File: src/rtl/cc_branch_unit.sv
// rtl/cc_branch_unit.sv - LC-3 condition-code / branch-enable unit with CC save stack
//
// Purpose: decodes N/Z/P from BUS, evaluates the IR[11:9] branch mask into
// BEN_out, keeps a small stack of saved condition codes for interrupt
// entry/return, tracks whether the condition code has ever been loaded,
// latches a sticky error flag and counts taken branch evaluations.
//
// Optional feature macro: CC_BEN_BYPASS_EN
//   When defined, an LD_BEN in the same cycle as LD_CC evaluates against the
//   freshly decoded BUS condition code and treats CC_valid as 1.
//
// Ports:
//   Clk          in   clock, rising edge
//   Reset        in   asynchronous reset, active-low
//   IR           in   instruction register, IR[11:9] = n/z/p branch mask
//   BUS          in   datapath bus, bit DATA_W-1 is the sign
//   LD_CC        in   load NZP from BUS decode
//   LD_BEN       in   evaluate branch into BEN_out
//   CC_PUSH      in   save current NZP onto the stack
//   CC_POP       in   restore NZP from the stack top
//   BEN_out      out  registered branch enable
//   NZP_out      out  current condition code {N,Z,P}
//   CC_valid     out  NZP loaded (or restored) since reset
//   stack_full   out  stack holds STACK_DEPTH entries
//   stack_empty  out  stack holds no entries
//   cc_err       out  sticky error flag
//   taken_count  out  saturating count of taken evaluations
module cc_branch_unit #(
    parameter int DATA_W      = 16,
    parameter int STACK_DEPTH = 4,
    parameter int CNT_W       = 8
) (
    input  logic              Clk,
    input  logic              Reset,
    input  logic [15:0]       IR,
    input  logic [DATA_W-1:0] BUS,
    input  logic              LD_CC,
    input  logic              LD_BEN,
    input  logic              CC_PUSH,
    input  logic              CC_POP,
    output logic              BEN_out,
    output logic [2:0]        NZP_out,
    output logic              CC_valid,
    output logic              stack_full,
    output logic              stack_empty,
    output logic              cc_err,
    output logic [CNT_W-1:0]  taken_count
);

    localparam int PTR_W = $clog2(STACK_DEPTH + 1);
    localparam int IDX_W = (STACK_DEPTH > 1) ? $clog2(STACK_DEPTH) : 1;

    typedef enum logic {
        CC_INVALID = 1'b0,
        CC_VALID   = 1'b1
    } cc_state_e;

    cc_state_e          state_q, state_d;
    logic [2:0]         nzp_q, nzp_d;
    logic [PTR_W-1:0]   ptr_q, ptr_d;
    logic               ben_q, ben_d;
    logic               err_q, err_d;
    logic [CNT_W-1:0]   cnt_q, cnt_d;
    logic               full_q, empty_q;
    logic [2:0]         stack_q [STACK_DEPTH];

    logic [2:0]         nzp_dec;
    logic [2:0]         ben_nzp;
    logic               ben_valid;
    logic               ben_eval;
    logic               push_ok, pop_ok, stack_err;
    logic [PTR_W-1:0]   ptr_m1;
    logic [IDX_W-1:0]   wr_idx, rd_idx;
    logic               unused_ir;

    assign unused_ir = ^{IR[15:12], IR[8:0]};

    // Zero takes priority over the sign bit, so the code is always one-hot.
    always_comb begin
        if (BUS == '0) begin
            nzp_dec = 3'b010;
        end else if (BUS[DATA_W-1]) begin
            nzp_dec = 3'b100;
        end else begin
            nzp_dec = 3'b001;
        end
    end

    // Simultaneous push and pop cancel each other and count as an error.
    assign push_ok   = CC_PUSH & ~CC_POP & ~full_q;
    assign pop_ok    = CC_POP & ~CC_PUSH & ~empty_q;
    assign stack_err = (CC_PUSH & CC_POP) | (CC_PUSH & ~CC_POP & full_q)
                     | (CC_POP & ~CC_PUSH & empty_q);

    assign ptr_m1 = ptr_q - PTR_W'(1);
    assign wr_idx = ptr_q[IDX_W-1:0];
    assign rd_idx = ptr_m1[IDX_W-1:0];

`ifdef CC_BEN_BYPASS_EN
    assign ben_nzp   = LD_CC ? nzp_dec : nzp_q;
    assign ben_valid = LD_CC | CC_valid;
`else
    assign ben_nzp   = nzp_q;
    assign ben_valid = CC_valid;
`endif

    assign ben_eval = ben_valid & (|(IR[11:9] & ben_nzp));

    // CC-valid FSM: state register
    always_ff @(posedge Clk or negedge Reset) begin
        if (!Reset) begin
            state_q <= CC_INVALID;
        end else begin
            state_q <= state_d;
        end
    end

    // CC-valid FSM: next state
    always_comb begin
        state_d = state_q;
        if (state_q == CC_INVALID && (LD_CC || pop_ok)) begin
            state_d = CC_VALID;
        end
    end

    // CC-valid FSM: output
    always_comb begin
        CC_valid = (state_q == CC_VALID);
    end

    // Datapath next state. LD_CC overrides popped data; the pointer still moves.
    always_comb begin
        nzp_d = nzp_q;
        ptr_d = ptr_q;
        ben_d = ben_q;
        err_d = err_q;
        cnt_d = cnt_q;
        if (push_ok) begin
            ptr_d = ptr_q + PTR_W'(1);
        end
        if (pop_ok) begin
            ptr_d = ptr_m1;
            nzp_d = stack_q[rd_idx];
        end
        if (LD_CC) begin
            nzp_d = nzp_dec;
        end
        if (stack_err || (LD_BEN && !ben_valid)) begin
            err_d = 1'b1;
        end
        if (LD_BEN) begin
            ben_d = ben_eval;
            if (ben_eval && cnt_q != '1) begin
                cnt_d = cnt_q + CNT_W'(1);
            end
        end
    end

    always_ff @(posedge Clk or negedge Reset) begin
        if (!Reset) begin
            nzp_q   <= 3'b010;
            ptr_q   <= '0;
            ben_q   <= 1'b0;
            err_q   <= 1'b0;
            cnt_q   <= '0;
            full_q  <= 1'b0;
            empty_q <= 1'b1;
            for (int i = 0; i < STACK_DEPTH; i++) begin
                stack_q[i] <= 3'b010;
            end
        end else begin
            nzp_q   <= nzp_d;
            ptr_q   <= ptr_d;
            ben_q   <= ben_d;
            err_q   <= err_d;
            cnt_q   <= cnt_d;
            full_q  <= (ptr_d == PTR_W'(STACK_DEPTH));
            empty_q <= (ptr_d == '0);
            if (push_ok) begin
                stack_q[wr_idx] <= nzp_q;
            end
        end
    end

    assign BEN_out     = ben_q;
    assign NZP_out     = nzp_q;
    assign stack_full  = full_q;
    assign stack_empty = empty_q;
    assign cc_err      = err_q;
    assign taken_count = cnt_q;

endmodule

File: config.mk
export PLATFORM = sky130hd
export DESIGN_NAME = cc_branch_unit
export DESIGN_NICKNAME = d
export VERILOG_FILES = /design/src/rtl/cc_branch_unit.sv
export SDC_FILE = /design/constraint.sdc
export NUM_CORES = 1
export LEC_CHECK = 0
export BUFFER_PORTS_ARGS = -buffer_cell sky130_fd_sc_hd__buf_2
export CAP_MARGIN = 40
export CORE_MARGIN = 3
export CORE_UTILIZATION = 35
export CTS_CLUSTER_DIAMETER = 60
export DETAILED_ROUTE_END_ITERATION = 12
export PLACE_DENSITY = 0.65
export RECOVER_POWER = 50
export SLEW_MARGIN = 20
export SYNTH_ARGS = -nofsm -noshare
export SYNTH_HDL_FRONTEND = slang
export SYNTH_SLANG_ARGS = --single-unit
File: constraint.sdc
create_clock -name Clk -period 2 [get_ports Clk]
set_input_delay 0.3 -clock Clk [delete_from_list [all_inputs] [get_ports Clk]]
set_output_delay 0.3 -clock Clk [all_outputs]
set_load 0.02 [all_outputs]
==> results.txt <==
The setup path with the least slack is of type reg -> reg. The detail route stage leaves a number of antenna-violating nets equal to 0. The total half-perimeter wirelength after legalization and detailed placement came out at 2590 um.

The most repeated cell in the gate-level netlist after synthesis is sky130_fd_sc_hd__dfrtp_1. The number of cells on the worst hold path is 2. The ratio of final minimum period to clock period came out at 0.823. The number of buffers on the longest clock path is 2. The achievable clock frequency is 0.607 GHz. The number of clock sinks seen by CTS came out at 31. The arrival time of data at the critical path endpoint is 1810 ps.

The root buffer cell chosen for the clock tree is sky130_fd_sc_hd__clkbuf_8. The hold violation count in the final report is 0. Entering global routing, the biggest net connects 32 pins. Counting flops with a built-in enable in the synthesized netlist gives 0. The worst min-delay path endpoint is NZP_out[1]$_DFFE_PN1P_. Clock latency on the worst-skew pair, taken at its later pin, is 280 ps. The count of nets after finishing is 213. The number of hold-repair buffers added at the cts stage came out at 0.

In this run the tool buffered the top-level ports with 40 buffer cells. Counting every instance in the synthesized netlist gives 122. The class of the most critical hold timing path is in -> reg. In this run the most critical hold path is launched from LD_CC. Yosys attributes the largest share of cell area to sky130_fd_sc_hd__dfrtp_1 41%, sky130_fd_sc_hd__dfstp_2 10%, sky130_fd_sc_hd__mux2_2 9.6%. 54 I/O pins were placed.

The startpoint of the worst-slack reg-to-reg timing path is ptr_q[1]$_DFF_PN0_. The setup check on the worst reg-to-reg path leaves a slack of 350 ps. STA classifies the critical path endpoint as a register. The checks that failed: capacitance limit, slew limit.

The run finished, with violations left. The total negative slack is 0 ps. After floorplanning, the core was divided into 23 placement rows.

Overall power consumption after layout is estimated at 2.48 mW. Across the whole layout, storage elements account for 783 sq um. The overall global routing resource usage is 0.140.

The clock period minus final worst setup slack came out at 1650 ps. From left edge to right edge, the die measures 72.0 um. After detailed routing, the total wire length is 3360 um. In the post-route analysis, the smallest setup slack over all paths is 353 ps. The initial antenna violation count came to 0.

The clock arrives with 7.21 ps of skew. The final routed DRC violation total is 0. The count of final max-slew check failures is 32. Setup violations remaining at the end of the flow were counted as 0. The total global routing overflow is 0. The maximum VDD drop came out at 0.814 mV. The mean post-synth cell area came out at 12.5 sq um. The via count of the first global-routing pass came to 1247. The final RePlAce weighted congestion came out at 0.820. The data required time at the worst endpoint is 2170 ps.

TritonCTS built the clock tree. The worst setup path is launched from a register. The effective utilization at floorplan came out at 0.373.

The first-iteration detailed-routing DRC count is 58. After filler insertion, the fill cell instance count of the layout stands at 399. After synthesis, the share of flip-flops with an asynchronous set or reset is 1.00. Of the synthesized area, sequential elements account for 0.514. The number of cell instances on the worst register-to-register path came out at 5. The mapped cell area is 1520 sq um. The biggest area contributor in the post-synthesis netlist is sky130_fd_sc_hd__dfrtp_1.

The static leakage came out at 0.861 nW. The H-tree was split into 2 levels. The routed layout has 1144 vias.

The wire length of the first global-routing pass came out at 5690 um. The placed cell area came out at 1790 sq um. The vertical extent of the die came out at 72.0 um.

The fraction of layout cells with a size suffix above 1 is 0.394. The first-pass iteration count of the detailed router is 4. The design area is 1860 sq um. Prior to clock tree synthesis, the placed netlist has a worst setup slack of 353 ps. In the synthesized netlist the dominant register cell turns out to be sky130_fd_sc_hd__dfrtp_1. Dividing the detail-routed via count by the number of cells gives 5.20. The power per cell area is 1330 nW/um^2. The worst slew margin relative to its limit is -0.103.

The Yosys step of the flow raised 0 warnings. After synthesis, the netlist uses 34 different library cells. The core region is 4090 sq um.

The number of antenna diodes is 0. The clock input transition at the sequential cells of the worst setup and hold paths came out at 70 ps. Setup repair after global routing left no endpoint under its margin. The endpoint of the worst-slack reg-to-reg timing path is NZP_out[0]$_DFFE_PN0P_. Post-CTS repair changed the size of 0 cells. The area of the die came out at 5180 sq um. The share of synthesized area in the top cell type comes to 0.411. The area of the multi-input gates came out at 721 sq um. The buffer count from post-CTS setup fixing is 0.

The number of max-cap violations is 1. The top fanout value on the critical path came out at 6. The synthesized design contains 31 register bits.

The number of buffers added by the clock tree synthesis step is 5. The post-detailed-route wirelength per cell came out at 15.3 um. In the synthesized netlist, the cells that appear most often are 25 x sky130_fd_sc_hd__dfrtp_1, 13 x sky130_fd_sc_hd__mux2_2, 12 x sky130_fd_sc_hd__nand2_1, 6 x sky130_fd_sc_hd__dfstp_2, 6 x sky130_fd_sc_hd__ha_1. The area growth from synthesis to layout is 22.2%. The slew at the pin closest to its max-slew limit is 1650 ps.

The total nets after synthesis came out at 166.
sequential cells by signal (all words and copies together) (netlist names):
name	cells
stack_full	1
NZP_out	3
ptr_q	3
cc_err	1
BEN_out	1
taken_count	8
stack_q	12
stack_empty	1
CC_valid	1
stage by stage:
step / utilization / cells / hold WS (ps)
2_1_floorplan: - / 122 / 4.41
3_3_place_gp: 0.438 / 212 / 365
3_5_place_dp: 0.438 / 212 / 387
4_1_cts: 0.458 / 220 / 88.1
5_1_grt: 0.456 / 220 / 236
6_report: 0.456 / 220 / 234
cell type report:
class / instances / area share
Inverter: 4 / 0.00806
Timing Repair Buffer: 41 / 0.107
Clock buffer: 7 / 0.0410
Clock inverter: 1 / 0.00269
Multi-Input combinational cell: 86 / 0.387
Sequential cell: 31 / 0.421
Tap cell: 50 / 0.0336
worst max-delay path by stage:
stage / from / endpoint / slack, ps / cells past startpoint
floorplan: ptr_q[0]$_DFF_PN0_ / NZP_out[0]$_DFFE_PN0P_ / 370 / 6
global placement: NZP_out[0]$_DFFE_PN0P_ / taken_count[1]$_DFFE_PN0P_ / 410 / 4
detailed placement: ptr_q[1]$_DFF_PN0_ / NZP_out[0]$_DFFE_PN0P_ / 350 / 5
CTS: ptr_q[1]$_DFF_PN0_ / NZP_out[0]$_DFFE_PN0P_ / 340 / 5
global route: Reset / stack_q[5]$_DFFE_PN0P_ / 180 / 1
finish: ptr_q[1]$_DFF_PN0_ / NZP_out[0]$_DFFE_PN0P_ / 350 / 5
where the power goes:
group / switching, mW / internal, mW
combinational: 0.450 / 0.482
sequential: 0.190 / 0.890
clock: 0.223 / 0.244
cell usage in the layout, fill, tap and decap left out, types with 2 or more instances in the layout:
master,n
sky130_fd_sc_hd__dfstp_2,5
sky130_fd_sc_hd__nand2_1,12
sky130_fd_sc_hd__nor3_1,2
sky130_fd_sc_hd__xor2_1,3
sky130_fd_sc_hd__buf_2,33
sky130_fd_sc_hd__nor3b_4,2
sky130_fd_sc_hd__ha_1,6
sky130_fd_sc_hd__clkbuf_1,9
sky130_fd_sc_hd__xnor2_1,5
sky130_fd_sc_hd__clkbuf_8,5
sky130_fd_sc_hd__o21ai_0,2
sky130_fd_sc_hd__nand4_1,2
sky130_fd_sc_hd__and3_1,3
sky130_fd_sc_hd__dfrtp_1,25
sky130_fd_sc_hd__nor4_1,4
sky130_fd_sc_hd__a21oi_1,4
sky130_fd_sc_hd__mux4_2,3
sky130_fd_sc_hd__nor2_1,4
sky130_fd_sc_hd__inv_1,4
sky130_fd_sc_hd__nand3_1,4
sky130_fd_sc_hd__nor2b_1,2
sky130_fd_sc_hd__mux2i_1,2
sky130_fd_sc_hd__mux2_2,13
worst max-delay path: stages (launching register included):
cell                        delay, ps
sky130_fd_sc_hd__dfrtp_1          410
sky130_fd_sc_hd__inv_1            100
sky130_fd_sc_hd__ha_1             420
sky130_fd_sc_hd__mux4_2           330
sky130_fd_sc_hd__mux2i_1          180
sky130_fd_sc_hd__o2bb2ai_1         90
logic make-up after synthesis:
group           after synthesis  share of synthesized area
compound gates               14                     0.0665
xor+xnor                      9                     0.0567
fa+ha+maj                     6                     0.0493
buf+inv                       5                     0.0131
flops                        31                      0.514
mux                          18                      0.154
simple gates                 39                      0.147
metal layers:
| layer | global-route usage | wire length [um] | vias up |
|---|---|---|---|
| li1 | - | - | 537 |
| met1 | 0.160 | 1390 | 568 |
| met3 | 0.0346 | 171 | 5 |
| met2 | 0.251 | 1770 | 34 |
| met4 | 0.0501 | 34 | 0 |
| met5 | 0 | 0 | - |
Power figures use the tool's default switching activity.
